[config.mk]
export PLATFORM = sky130hd
export DESIGN_NAME = spi_master
export DESIGN_NICKNAME = d
export VERILOG_FILES = /design/src/rtl/spi_master_pkg.sv /design/src/rtl/spi_master.sv
export SDC_FILE = /design/constraint.sdc
export NUM_CORES = 1
export LEC_CHECK = 0
export ABC_AREA = 1
export CORE_MARGIN = 2
export CORE_UTILIZATION = 53
export CTS_BUF_LIST = sky130_fd_sc_hd__clkbuf_16
export CTS_CLUSTER_DIAMETER = 150
export DETAILED_ROUTE_END_ITERATION = 16
export GPL_ROUTABILITY_DRIVEN = 0
export PLACE_DENSITY_LB_ADDON = 0.1
export SLEW_MARGIN = 20
export SYNTH_ARGS = -nofsm -noshare
export SYNTH_HDL_FRONTEND = slang
export SYNTH_SLANG_ARGS = --single-unit
export TNS_END_PERCENT = 5
[constraint.sdc]
create_clock -name clk -period 1.7 [get_ports clk]
set_input_delay 0.17 -clock clk [delete_from_list [all_inputs] [get_ports clk]]
set_output_delay 0.17 -clock clk [all_outputs]
set_load 0.01 [all_outputs]
[src/rtl/spi_master_pkg.sv]
// Shared FSM encoding and default divider for the byte-wide SPI master.
package spi_master_pkg;

    typedef enum logic [1:0] {
        ST_IDLE,
        ST_SETUP,
        ST_SHIFT,
        ST_DONE
    } spi_state_t;

    localparam int SPI_CLK_DIV = 4;

endpackage

[src/rtl/spi_master.sv]
// Byte-wide full-duplex SPI master, run-time CPOL/CPHA and bit order.
// All outputs are registered; mode and data are latched at start.
module spi_master
    import spi_master_pkg::*;
#(
    parameter int CLK_DIV = SPI_CLK_DIV
) (
    input  logic       clk,
    input  logic       rst,
    input  logic       start,
    output logic       busy,
    output logic       done,
    input  logic [7:0] D_in,
    output logic [7:0] D_out,
    input  logic       CPOL,
    input  logic       CPHA,
    input  logic       MSBfirst,
    input  logic       MISO,
    output logic       MOSI,
    output logic       SCLK,
    output logic       SS
);

    localparam int DW = $clog2(CLK_DIV);
    localparam logic [DW-1:0] DIV_LAST = DW'(CLK_DIV - 1);
    localparam logic [DW-1:0] DIV_MID  = DW'(CLK_DIV / 2 - 1);

    spi_state_t r_state;
    spi_state_t w_next;

    logic [DW-1:0] r_div;
    logic [2:0]    r_bit;
    logic [7:0]    r_tx;
    logic [7:0]    r_rx;
    logic [7:0]    r_dout;
    logic          r_cpol;
    logic          r_cpha;
    logic          r_msb;
    logic          r_busy;
    logic          r_done;
    logic          r_mosi;
    logic          r_sclk;
    logic          r_ss;

    logic       w_slot_end;
    logic       w_mid;
    logic       w_last;
    logic       w_lead;
    logic [7:0] w_tx_sh;

    assign w_slot_end = (r_div == DIV_LAST);
    assign w_mid      = (r_div == DIV_MID);
    assign w_last     = w_slot_end && (r_bit == 3'd7);
    // SCLK level during the first half of every bit slot
    assign w_lead     = r_cpol ^ r_cpha;
    assign w_tx_sh    = r_msb ? {r_tx[6:0], 1'b0}
                              : {1'b0, r_tx[7:1]};

    always_ff @(posedge clk) begin
        if (rst) r_state <= ST_IDLE;
        else     r_state <= w_next;
    end

    always_comb begin
        w_next = r_state;
        unique case (r_state)
            ST_IDLE:  if (start) w_next = ST_SETUP;
            ST_SETUP: w_next = ST_SHIFT;
            ST_SHIFT: if (w_last) w_next = ST_DONE;
            ST_DONE:  w_next = ST_IDLE;
        endcase
    end

    always_ff @(posedge clk) begin
        if (rst) begin
            r_div  <= '0;
            r_bit  <= '0;
            r_tx   <= '0;
            r_rx   <= '0;
            r_dout <= '0;
            r_cpol <= 1'b0;
            r_cpha <= 1'b0;
            r_msb  <= 1'b0;
            r_busy <= 1'b0;
            r_done <= 1'b0;
            r_mosi <= 1'b0;
            r_sclk <= 1'b0;
            r_ss   <= 1'b1;
        end else begin
            unique case (r_state)
                ST_IDLE: begin
                    r_done <= 1'b0;
                    r_sclk <= CPOL;
                    if (start) begin
                        r_tx   <= D_in;
                        r_cpol <= CPOL;
                        r_cpha <= CPHA;
                        r_msb  <= MSBfirst;
                        r_busy <= 1'b1;
                        r_ss   <= 1'b0;
                        r_mosi <= MSBfirst ? D_in[7] : D_in[0];
                    end
                end
                ST_SETUP: begin
                    r_div  <= '0;
                    r_bit  <= '0;
                    r_sclk <= w_lead;
                end
                ST_SHIFT: begin
                    if (w_slot_end) begin
                        r_div <= '0;
                        if (w_last) begin
                            r_bit  <= '0;
                            r_done <= 1'b1;
                            r_ss   <= 1'b1;
                            r_sclk <= r_cpol;
                            r_dout <= r_rx;
                        end else begin
                            r_bit  <= r_bit + 3'd1;
                            r_tx   <= w_tx_sh;
                            r_mosi <= r_msb ? w_tx_sh[7] : w_tx_sh[0];
                            r_sclk <= w_lead;
                        end
                    end else begin
                        r_div <= r_div + 1'b1;
                        // second-half edge is the sampling edge in every mode
                        if (w_mid) begin
                            r_sclk <= ~w_lead;
                            r_rx   <= r_msb ? {r_rx[6:0], MISO}
                                            : {MISO, r_rx[7:1]};
                        end
                    end
                end
                ST_DONE: begin
                    r_done <= 1'b0;
                    r_busy <= 1'b0;
                    r_sclk <= CPOL;
                end
            endcase
        end
    end

    assign busy  = r_busy;
    assign done  = r_done;
    assign D_out = r_dout;
    assign MOSI  = r_mosi;
    assign SCLK  = r_sclk;
    assign SS    = r_ss;

endmodule

## After elaboration in Yosys (flattened, before gate mapping)

Index checks and enable logic that the tools add are counted.

- Bits in registers: 39
- Input port bits: 15
- Output and inout bits: 13

- $add $sub $neg: 2
- Equality and inequality tests: 11
- Multiplexer cells: 31
- Bitwise logic cells: 3
- Reductions and logical operators: 16

Operators with widths:

| cell | count |
|---|---|
| $mux 8 | 5 |
| $pmux 8 s2 | 1 |
| $mux 1 | 12 |
| $reduce_and 3->1 | 3 |
| $ne 2x2->1 const B | 4 |
| $pmux 1 s2 | 4 |
| $pmux 2 s4 | 1 |
| $reduce_and 2->1 | 4 |
| $reduce_and 4->1 | 2 |
| $reduce_bool 2->1 | 4 |
| $eq 2x2->1 const B | 3 |
| $mux 2 | 3 |
| $mux 3 | 2 |
| $pmux 3 s2 | 1 |
| $eq 2x1->1 const B | 2 |
| $pmux 2 s2 | 1 |
| $add 3x1->3 const B | 1 |
| $eq 3x3->1 const B | 1 |
| $ne 3x3->1 const B | 1 |
| $pmux 1 s3 | 1 |
| $add 2x1->2 const B | 1 |
| $logic_not 2->1 | 1 |
| $not 1->1 | 2 |
| $reduce_or 2->1 | 1 |
| 2 further kinds | 2 |

## Depth between registers and ports, before layout

- Word-level depth: 5
- Gate-level depth with buffers: 11

## Worst setup path before layout

No wires, ideal clock.

- Kind: reg2reg
- From: register r_bit[0]
- To: register r_tx[0]
- Library setup time: 114 ps
- Arrival time: 1,354 ps
- Data required time: 1,586 ps
- Path slack: 232 ps
- Cell stages (with the launch flop): 12
- Path buffers: 1
- Clock period less this slack: 1,468 ps
- Cells stage by stage: dfxtp_1 ha_1 ha_1 nand2_2 inv_4 nand2_4 o21ai_4 nor2_4 buf_6 nand2_2 nand2_1 nor2_2

- Cells in the longest elaborated chain, start to end: 4

RTL lines:

| what | line | RTL |
|---|---|---|
| start, declared | spi_master.sv:32 | `logic [2:0] r_bit;` |
| start signal, assigned | spi_master.sv:119 | `r_bit <= r_bit + 3'd1;` |
| $eq 3x3->1 | spi_master.sv:53 | `assign w_last = w_slot_end && (r_bit == 3'd7);` |
| $logic_and 1x1->1 | spi_master.sv:53 |  |
| $ne 2x2->1 (no source line) | -- |  |
| $reduce_and 4->1 (no source line) | -- |  |
| end signal, assigned | spi_master.sv:95 | `r_tx <= D_in;` |
| end signal, assigned | spi_master.sv:120 | `r_tx <= w_tx_sh;` |
| end, declared | spi_master.sv:33 | `logic [7:0] r_tx;` |

Every way passes these cells.
A chain may end at the register's enable or synchronous reset.

## Final worst setup path

- From: register r_bit[0]
- To: register r_mosi (netlist: MOSI)

- Cells in the longest elaborated chain, start to end: 4

RTL lines:

| what | line | RTL |
|---|---|---|
| $eq 3x3->1 | spi_master.sv:53 |  |
| $logic_and 1x1->1 | spi_master.sv:53 |  |
| $ne 2x2->1 (no source line) | -- |  |
| $reduce_and 4->1 (no source line) | -- |  |
| end signal, assigned | spi_master.sv:101 | `r_mosi <= MSBfirst ? D_in[7] : D_in[0];` |
| end signal, assigned | spi_master.sv:121 | `r_mosi <= r_msb ? w_tx_sh[7] : w_tx_sh[0];` |
| end, declared | spi_master.sv:41 | `logic r_mosi;` |

Every way passes these cells.

==> flow_results.xml <==
<?xml version="1.0" encoding="UTF-8"?>
<metrics>
  <group name="yosys">
    <metric name="synthTopCellsByCount" unit="">sky130_fd_sc_hd__nand2_1, sky130_fd_sc_hd__dfxtp_1, sky130_fd_sc_hd__nor2_1</metric>
    <metric name="post_synth.cell_area_avg" unit="sq um">7.38</metric>
    <metric name="post-synth-top-area-cell" unit="">sky130_fd_sc_hd__dfxtp_1</metric>
    <metric name="synth_top_flop_cell" unit="">sky130_fd_sc_hd__dfxtp_1</metric>
    <metric name="synth.most_common_cell" unit="">sky130_fd_sc_hd__nand2_1</metric>
    <metric name="synth.cell_area" unit="sq um">1920</metric>
    <metric name="synth_fp_nets" unit="">284</metric>
    <metric name="netlist-cell-type-count" unit="">29</metric>
    <metric name="synthCells" unit="">260</metric>
    <metric name="yosys-top-cells-area" unit="">sky130_fd_sc_hd__dfxtp_1, sky130_fd_sc_hd__nand2_1, sky130_fd_sc_hd__a21oi_1</metric>
    <metric name="synth-seq-cells" unit="">39</metric>
    <metric name="netlist.area_leader.share" unit="%">40.7</metric>
    <metric name="synth.yosys.seq_area_share" unit="%">40.7</metric>
    <metric name="synth_edf_count" unit="">0</metric>
    <metric name="yosysWarningCount" unit="">0</metric>
    <metric name="synth_async_sr_flop_share" unit="%">0</metric>
  </group>
  <group name="cells_and_area">
    <metric name="fraction_of_layout_cells_with_a_size_suffix_above_1" unit="%">10.5</metric>
    <metric name="diodes" unit="">0</metric>
    <metric name="layout.nets" unit="">318</metric>
    <metric name="area_growth" unit="%">24.7</metric>
    <metric name="finalInstanceArea" unit="sq um">2390</metric>
  </group>
  <group name="drt">
    <metric name="routed_wire_length_per_instance" unit="um">12.4</metric>
    <metric name="vias" unit="">1775</metric>
    <metric name="detailed_route_wl" unit="mm">4.23</metric>
    <metric name="drt-vias-per-instance" unit="">5.21</metric>
    <metric name="detail-route-antenna-nets" unit="">0</metric>
    <metric name="initialDrtViolationCount" unit="">113</metric>
    <metric name="drt_pass1_iterations" unit="">4</metric>
    <metric name="post-route-drc-count" unit="">0</metric>
  </group>
  <group name="worst_hold_path">
    <metric name="worst_hold_startpoint" unit="">D_out[0]</metric>
    <metric name="min-delay-path-class" unit="">register to register</metric>
  </group>
  <group name="timing">
    <metric name="slew_viol_final" unit="">0</metric>
    <metric name="rsz0062_at_grt" unit="">yes</metric>
    <metric name="timing_worst_slew_pin_value" unit="ps">437</metric>
    <metric name="setup_viol_count_final" unit="">0</metric>
    <metric name="max_clock_freq" unit="MHz">617</metric>
    <metric name="hold_ws" unit="ps">460</metric>
    <metric name="hold_viol_final" unit="">0</metric>
    <metric name="fin_crit_sh" unit="%">95.4</metric>
    <metric name="timing.setup.tns" unit="ps">0</metric>
    <metric name="setup_ws" unit="ps">78.6</metric>
    <metric name="timing.final.crit_period" unit="ps">1620</metric>
    <metric name="final.setup_skew" unit="ps">2.76</metric>
    <metric name="maxSlewHeadroom" unit="%">70.8</metric>
  </group>
  <group name="setup_path">
    <metric name="critPathCaptureType" unit="">register</metric>
    <metric name="startpoint_type" unit="">register</metric>
    <metric name="criticalPathCategory" unit="">register to register</metric>
    <metric name="worst_ep_required_time" unit="ps">1870</metric>
    <metric name="timing.rr.start" unit="">r_bit[0]</metric>
    <metric name="worstPathMaxFanout" unit="">9</metric>
    <metric name="worst_ep_arrival_time" unit="ps">1790</metric>
    <metric name="crit_path_start" unit="">r_bit[0]</metric>
  </group>
  <group name="global_routing">
    <metric name="grt_first_pass_wirelength" unit="mm">7.24</metric>
    <metric name="number_of_global_route_vias_before_repair" unit="">1636</metric>
    <metric name="grt_usage" unit="%">22.3</metric>
    <metric name="gr-usage-met2" unit="%">40.0</metric>
    <metric name="antenna_found_initial" unit="">0</metric>
    <metric name="grt-ovfl-total" unit="">0</metric>
    <metric name="grt_start_max_net_pins" unit="">23</metric>
    <metric name="grt_use_met3" unit="%">4.40</metric>
    <metric name="grt_busiest_layer" unit="">met2</metric>
    <metric name="gr-usage-met1" unit="%">26.6</metric>
  </group>
  <group name="place">
    <metric name="dp_slack" unit="ps">63.8</metric>
    <metric name="io_buffers" unit="">27</metric>
    <metric name="placed_area" unit="sq um">2250</metric>
    <metric name="hpwlAfterDp" unit="mm">2.92</metric>
  </group>
  <group name="power">
    <metric name="pwr_density_cell" unit="nW/um^2">1610</metric>
    <metric name="vdd.ir_drop.worst" unit="V">0.000816</metric>
    <metric name="power.static_leakage" unit="nW">1.01</metric>
  </group>
  <group name="floorplan">
    <metric name="start_util" unit="%">56.2</metric>
    <metric name="die_footprint" unit="sq um">4120</metric>
    <metric name="design.core.area" unit="sq um">3420</metric>
    <metric name="die-width" unit="um">64.2</metric>
    <metric name="top_level_ports" unit="">28</metric>
    <metric name="std_cell_rows" unit="">21</metric>
    <metric name="die-height" unit="um">64.2</metric>
  </group>
  <group name="clock_tree">
    <metric name="root_buffer" unit="">sky130_fd_sc_hd__clkbuf_16</metric>
    <metric name="numCtsBuffers" unit="">5</metric>
    <metric name="tritoncts" unit="">done</metric>
    <metric name="clock_insertion_delay_worst_skew" unit="ps">280</metric>
    <metric name="cts-root-to-sink-buffers" unit="">2</metric>
    <metric name="clock_tree.htree_level_count" unit="">2</metric>
    <metric name="clk_pin_slew" unit="ps">60</metric>
    <metric name="cts.sink_count" unit="">39</metric>
  </group>
  <group name="run">
    <metric name="maxCapViolCount" unit="">0</metric>
  </group>
  <group name="status">
    <metric name="status" unit="">completed</metric>
  </group>
</metrics>
path summary, 6_finish.rpt:
path	depth (start not counted)	slack, ps	to
max	10	80	MOSI
min	2	460	D_out[0]
max reg2reg	10	80	MOSI
min reg2reg	2	460	D_out[0]
what timing repair did:
item                       4_1_cts  5_1_grt
resized for setup                0        3
setup buffers                    0        0
hold buffers                     0        0
setup endpoints to repair        0       15
metrics by stage:
stage,total power [W],std cells,util [%]
finish,0.00385,341,70.0
global route,0.00413,341,70.0
CTS,0.00385,341,70.0
detailed placement,0.00295,333,65.8
global placement,0.00293,333,65.8
floorplan,0.00249,260,-
layer usage:
metal	vias to the layer above	part of all wire, %
li1	935	-
met5	-	0
met2	24	48
met3	7	2.7
met4	0	1.2
met1	809	48
report_power, final:
| group | internal [W] | total [W] | switching, W | leakage [nW] |
|---|---|---|---|---|
| logic | 0.000662 | 0.00168 | 0.00102 | 0.620 |
| clock network | 0.000534 | 0.000884 | 0.000350 | 0.0710 |
| registers | 0.00114 | 0.00128 | 0.000144 | 0.319 |
| total | 0.00233 | 0.00385 | 0.00152 | 1.01 |
cell usage in the layout, fill, tap and decap left out, types with 6 or more instances in the layout:
cell and instances:
sky130_fd_sc_hd__a21oi_1 23, sky130_fd_sc_hd__buf_4 10, sky130_fd_sc_hd__clkdlybuf4s50_1 27, sky130_fd_sc_hd__dfxtp_1 39, sky130_fd_sc_hd__ha_1 8, sky130_fd_sc_hd__inv_1 18, sky130_fd_sc_hd__nand2_1 50, sky130_fd_sc_hd__nand3_1 21
sky130_fd_sc_hd__nor2_1 30, sky130_fd_sc_hd__o211ai_1 6, sky130_fd_sc_hd__o21ai_0 17, sky130_fd_sc_hd__o21ai_1 17
final cells by class:
| type | count | area, sq um |
|---|---|---|
| repair buffers | 37 | 345 |
| clock inverters | 3 | 16.3 |
| clock buffers | 5 | 125 |
| fillers | 293 | 1020 |
| flip-flops and latches | 39 | 781 |
| well taps | 46 | 57.6 |
| inverters | 21 | 82.6 |
| multi-input cells | 190 | 985 |
state kept, by name, indices dropped and copies added (netlist names), 2 cells and up:
register  flops
r_bit         3
D_out         8
r_div         2
r_tx          8
r_rx          8
r_state       2
critical path, stage by stage, from the launching register on:
cell,delay (ps)
sky130_fd_sc_hd__dfxtp_1,320
sky130_fd_sc_hd__ha_1,200
sky130_fd_sc_hd__ha_1,210
sky130_fd_sc_hd__nand2_2,110
sky130_fd_sc_hd__inv_4,80
sky130_fd_sc_hd__nand2_4,70
sky130_fd_sc_hd__o21ai_4,60
sky130_fd_sc_hd__nor2_4,170
sky130_fd_sc_hd__inv_2,110
sky130_fd_sc_hd__nor2_1,120
sky130_fd_sc_hd__nor2_1,60
kinds of logic (layout without fill, tap and decap cells):
group | count (synthesis) | count (layout) | share of synthesized area [%]
flops | 39 | 39 | 40.7
fa+ha+maj | 9 | 9 | 5.87
buf+inv | 31 | 66 | 8.09
compound gates | 69 | 69 | 20.1
simple gates | 112 | 112 | 25.2
Power figures use the tool's default switching activity.
